<file path="src/rtl/wb_stage.sv">
// rtl/wb_stage.sv - MEM/WB pipeline register with writeback source select and load extension
// Optional build macro: WB_LOAD_EXT_EN enables RV32I byte/halfword load extraction.
module wb_stage #(
  parameter int XLEN = 32,
  parameter int RA_W = 5
) (
  input  logic            clk,
  input  logic            rst_n,
  input  logic            in_valid,
  input  logic            stall,
  input  logic            flush,
  input  logic [1:0]      sel,
  input  logic [XLEN-1:0] alu,
  input  logic [XLEN-1:0] dmem,
  input  logic [XLEN-1:0] pc,
  input  logic [XLEN-1:0] imm,
  input  logic [2:0]      funct3,
  input  logic [1:0]      addr_lo,
  input  logic [RA_W-1:0] rd_in,
  input  logic            reg_write,
  output logic            wb_valid,
  output logic            wb_we,
  output logic [RA_W-1:0] wb_rd,
  output logic [XLEN-1:0] wb_data
);

  localparam logic [2:0] F3_LB  = 3'b000;
  localparam logic [2:0] F3_LH  = 3'b001;
  localparam logic [2:0] F3_LBU = 3'b100;
  localparam logic [2:0] F3_LHU = 3'b101;

  logic [XLEN-1:0] ld_val;
  logic [XLEN-1:0] sel_val;

`ifdef WB_LOAD_EXT_EN
  // Pad to at least 32 bits so all four byte lanes are addressable for narrow XLEN.
  localparam int PW = (XLEN < 32) ? 32 : XLEN;
  logic [PW-1:0] dmem_pad;
  logic [7:0]    byte_v;
  logic [15:0]   half_v;

  always_comb begin
    dmem_pad = PW'(dmem);
    byte_v   = dmem_pad[{addr_lo, 3'b000} +: 8];
    half_v   = dmem_pad[{addr_lo[1], 4'b0000} +: 16];
    case (funct3)
      F3_LB:   ld_val = {{(XLEN-8){byte_v[7]}}, byte_v};
      F3_LBU:  ld_val = {{(XLEN-8){1'b0}}, byte_v};
      F3_LH:   ld_val = {{(XLEN-16){half_v[15]}}, half_v};
      F3_LHU:  ld_val = {{(XLEN-16){1'b0}}, half_v};
      default: ld_val = dmem;
    endcase
  end
`else
  logic unused_ld;
  assign unused_ld = ^{funct3, addr_lo, F3_LB, F3_LH, F3_LBU, F3_LHU};
  assign ld_val    = dmem;
`endif

  always_comb begin
    sel_val = alu;
    case (sel)
      2'd0:    sel_val = alu;
      2'd1:    sel_val = ld_val;
      2'd2:    sel_val = pc + XLEN'(4);
      default: sel_val = imm;
    endcase
  end

  logic            valid_d, valid_q;
  logic            we_d, we_q;
  logic [RA_W-1:0] rd_d, rd_q;
  logic [XLEN-1:0] data_d, data_q;

  // Flush beats stall; on flush the payload holds and only valid/we are dropped.
  always_comb begin
    valid_d = valid_q;
    we_d    = we_q;
    rd_d    = rd_q;
    data_d  = data_q;
    if (flush) begin
      valid_d = 1'b0;
      we_d    = 1'b0;
    end else if (!stall) begin
      valid_d = in_valid;
      we_d    = in_valid & reg_write & (rd_in != '0);
      rd_d    = rd_in;
      data_d  = sel_val;
    end
  end

  always_ff @(posedge clk) begin
    if (!rst_n) begin
      valid_q <= 1'b0;
      we_q    <= 1'b0;
      rd_q    <= '0;
      data_q  <= '0;
    end else begin
      valid_q <= valid_d;
      we_q    <= we_d;
      rd_q    <= rd_d;
      data_q  <= data_d;
    end
  end

  assign wb_valid = valid_q;
  assign wb_we    = we_q;
  assign wb_rd    = rd_q;
  assign wb_data  = data_q;

endmodule

</file>
<file path="config.mk">
export PLATFORM = sky130hd
export DESIGN_NAME = wb_stage
export DESIGN_NICKNAME = d
export VERILOG_FILES = /design/src/rtl/wb_stage.sv
export SDC_FILE = /design/constraint.sdc
export NUM_CORES = 1
export LEC_CHECK = 0
export ABC_AREA = 1
export CORE_MARGIN = 10
export CORE_UTILIZATION = 39
export CTS_BUF_LIST = sky130_fd_sc_hd__clkbuf_8
export DETAILED_ROUTE_END_ITERATION = 12
export GPL_TIMING_DRIVEN = 0
export PLACE_DENSITY = 0.84
export SLEW_MARGIN = 20
export SYNTH_ARGS = -nofsm -noshare
export SYNTH_HDL_FRONTEND = slang
export SYNTH_SLANG_ARGS = --single-unit
</file>
<file path="constraint.sdc">
create_clock -name clk -period 1.8 [get_ports clk]
set_input_delay 0.45 -clock clk [delete_from_list [all_inputs] [get_ports clk]]
set_output_delay 0.45 -clock clk [all_outputs]
set_load 0.01 [all_outputs]
</file>
# Word-level counts from Yosys, hierarchy flattened
# Cells that the tools add are included.
# W data, S select, Z words.
[totals] register_bits=39 inputBits=146 elab_cells=17 output_inout_bits=39
[op_classes] mux=1 n_reduce_logical=4 eq_ne=2 addsub=1 n_bitwise=5
[op_table] cell="$pmux W32 S3" count=1
[op_table] cell="$add A32 B3 Y32 const B" count=1
[op_table] cell="$reduce_bool A5 Y1" count=1
[op_table] cell="$not A1 Y1" count=3
[op_table] cell="$and A1 B1 Y1" count=2
[op_table] cell="$eq A2 B1 Y1 const B" count=1
[op_table] cell="$eq A2 B2 Y1 const B" count=1
[op_table] cell="$logic_not A2 Y1" count=1
[op_table] cell="$reduce_and A2 Y1" count=1
[op_table] cell="$reduce_or A2 Y1" count=1

# Longest topological paths before layout
[logic_depth] ltp_word=2 mapped_depth=11 ltp_nobuf=11

# Worst setup path before layout
# Ideal clock, no wire load.
[synth_path] path_type="input to register" from="input port pc[2]" to="register data_q[22] (netlist: wb_data[22])" path_stages=10 setup_ps=135 setup_slack_ps=287 arrival_ps=1378 t_required_ps=1665 path_buffers=0 path_cell_list="ha_1 nand2_2 nor2_4 nand2_4 nor2_4 nand3_1 nand3_1 nand2_1 nand2_1 a21oi_1"
[synth_via] elab_chain_len=2
[synth_lines] element="start, declared" line_no="15" rtl="input logic [XLEN-1:0] pc,"
[synth_lines] element="$add A32 B3 Y32" line_no="65" rtl="2'd2: sel_val = pc + XLEN'(4);"
[synth_lines] element="$pmux W32 S3" line_no="62" rtl="case (sel)"
[synth_lines] element="end signal, assigned" line_no="102" rtl="data_q <= data_d;"
[synth_lines] element="end, declared" line_no="73" rtl="logic [XLEN-1:0] data_d, data_q;"
# Every way passes these cells.
# A chain may end at the register's enable or synchronous reset.

# Worst setup path after layout
[layout_path] from="input port sel[0]" to="register data_q[16] (netlist: wb_data[16])"
[layout_via] elab_chain_len=2 word_cells_on_any_way=4 cone_classes="eq/ne (2); mux (1); reduce/logical (1)"
[layout_lines] element="start, declared" line_no="12" rtl="input logic [1:0] sel,"
[layout_lines] element="$eq A2 B2 Y1 (tied with other cells)" line_no="62"
[layout_lines] element="$pmux W32 S3 (*)" line_no="62"
# Mark *: on every way between the ends. The rest lies on a longest branch, timed or not.

==> impl_metrics.csv <==
group,metric,value,unit
outcome,status,"complete, no violations",
routing,firstDrtPassIters,5,
cts,cts_buffers,5,
layout,design_area,5278,µm²
routing,avgRoutedWirePerCell,17.98,µm
timing,setup_viol,0,
global_routing,grt_pass1_vias,4323,
routing,drc,0,
timing,worst-slew-pin-transition,0.5115,ns
cts,clock_latency,0.29,ns
die,dieArea,11770,µm²
timing,fmax,571.4,MHz
die,initial_utilization,39.73,%
yosys,synth-main-ff-cell,"dfxtp_1",
yosys,synth_nets,670,
flow_run,cap_violations,0,
layout,synthToLayoutAreaGrowth,72.80,%
global_routing,globalRouteOverflowTotal,0,
pwr,p_leak,2.263,nW
placement,post-place-cells,804,
yosys,synth_area_leaders,"dfxtp_1, nand2_1, nor2_1, nand3_1, a21oi_1",
critical_path,cp_slowest_cell,"a221oi_1",
critical_path,cp_num_buf_inv,2,
critical_path,cp_cell_sequence,"dlygate4sd2_1, nor2_1, buf_2, a221oi_1, o21ai_1, nand2_1, a21oi_1",
timing,final-max-slew-violation-count,0,
timing,finalClockSkew,0,ns
timing,period_needed,1.750,ns
timing,final_hold_viol_count,0,
die,die_w,108.5,µm
die,io_pins,185,
critical_path,cp_max_fo,10,
die,core,7687,µm²
yosys,yosysTopAreaCellShare,25.56,%
yosys,synthTopCellsByCount,"nand2_1, nor2_1, nand3_1, dfxtp_1, a21oi_1",
critical_path,critical_path_arrival,1.93,ns
layout,diodes,0,
global_routing,grt_util_all_layers,23.57,%
timing,finalCritPeriodShare,97.23,%
routing,drtIter0Drc,206,
yosys,synth.distinct_cells,33,
placement,dp_hpwl,12230,µm
routing,postRouteAntennaNets,0,
yosys,ys_seq_area_share,25.56,%
global_routing,grt_max_degree,15,
min_path,min_path_type,"flop to flop",
cts,clk_pin_slew,0.08,ns
yosys,async_reset_ff_share,0,%
placement,dpl-instance-area,4974,µm²
timing,relSlewSlack,65.90,%
placement,port_buffers,179,
cts,cts_hold_buf,0,
cts,cts.sinks,39,
yosys,synth_edf_count,0,
critical_path,cp-start-kind,"input pin",
cts,cts_tree,"yes",
routing,num_vias,4305,
yosys,syn-cell-area,3054,µm²
yosys,synth-seq-cells,39,
yosys,syn_inst,523,
layout,layout.nets,864,
global_routing,grt_antenna_before_repair,0,
routing,drt-total-wl,14740,µm
routing,viasPerCell,5.250,
cts,cts_root_buf,"clkbuf_8",
critical_path,required,1.98,ns
critical_path,cpPeakStageDelay,0.42,ns
global_routing,grt_pass1_wl,21930,µm
layout,final_cells,820,
yosys,synth_top_area_cell,"dfxtp_1",
cts,htree_num_levels,2,
placement,place_congestion,0.9296,
critical_path,cp_top_family,"compound AO/OA/AOI/OAI gates",
pwr,ir_drop,0.5521,mV
critical_path,critPathKind,"input pin to flop",
cts,clock_path_buffers,2,
yosys,yosys_warnings,0,
layout,drive_above_1_share,11.98,%
critical_path,end_kind,"flop",
die,die_y,108.5,µm
pwr,power_per_cell_area,497.3,nW/µm²
yosys,synth.most_common_cell,"nand2_1",
die,rows,32,
yosys,avgSynthCellArea,5.840,µm²
-- cell usage in the layout (no fill, tap or decap), types with 10 or more instances in the layout --
cell type,count
dlymetal6s2s_1,18
nand2_1,174
dfxtp_1,39
a21oi_1,36
o21ai_0,15
nor2_2,14
nor2_4,12
nor2_1,66
buf_2,10
inv_1,30
nand2_2,11
a221oi_1,17
clkdlybuf4s50_1,150
nand3_1,40
-- worst register-to-register path: cells and delay by family (launching register included) --
family | cells | cell delay (ns)
compound gates | 2 | 0.27
flops | 1 | 0.33
-- area by class of cell --
| type | count | area (µm²) |
|---|---|---|
| buffer | 23 | 123.9 |
| fill | 692 | 2410 |
| sequential | 39 | 780.7 |
| tap | 102 | 127.6 |
| multi-input combinational | 424 | 2106 |
| clock inverter | 3 | 46.29 |
| inverter | 37 | 138.9 |
| timing repair buffer | 187 | 1886 |
| clock buffer | 5 | 68.82 |
-- state kept, by name, indices dropped and copies added, names as in the netlist --
register  cells
wb_rd         5
wb_data      32
wb_we         1
wb_valid      1
-- final timing paths --
path	from	end	slack (ns)	cells after the start
max	sel[0]	wb_data[16]	0.05	7
min	wb_data[27]	wb_data[27]	0.47	2
max reg2reg	wb_rd[1]	wb_rd[1]	1.08	2
min reg2reg	wb_data[27]	wb_data[27]	0.47	2
-- stage by stage --
stage                     hold WS (ns)  utilization [%]  power, mW  setup TNS [ns]  setup slack [ns]
final                           0.4687            68.65      2.625               0           0.04981
after global routing            0.4811            68.65      2.731        -0.05548          -0.03436
after CTS                       0.4689            66.96      2.609               0          0.004492
after detailed placement        0.4569            64.70      1.858          -15.51           -0.6016
after global placement          0.4405            64.70      1.842          -13.61           -0.5294
after floorplan                 0.4761                -      1.293               0            0.2869
-- per-layer routing --
metal  share of wire [%]  vias to the layer above  track usage, %
met5                   0                        -               0
met3                  12                       28           9.459
li1                    -                     2105               -
met4                 2.1                        0           6.874
met1                  39                     1934           25.61
met2                  47                      238           41.29
-- what timing repair did --
action | in CTS | in global routing
setup buffers | 4 | 4
endpoints found under the setup margin | 30 | 23
resized for setup | 25 | 38
pin swaps | 11 | 10
-- logic make-up (layout without fill, tap and decap cells) --
group | count (synthesis) | count (layout) | synth area share, %
and+or+nand+nor | 328 | 328 | 46.37
adders and majority gates | 1 | 1 | 0.4096
DFF | 39 | 39 | 25.56
buffers and inverters | 60 | 255 | 8.316
AOI/OAI and AO/OA | 95 | 95 | 19.34
-- power by group --
| group | total (mW) | internal, mW | switching [mW] |
|---|---|---|---|
| sequential | 0.937 | 0.911 | 0.0258 |
| clock | 0.758 | 0.418 | 0.340 |
| combinational | 0.930 | 0.493 | 0.437 |
No activity file was read; power rests on OpenSTA's default activity.
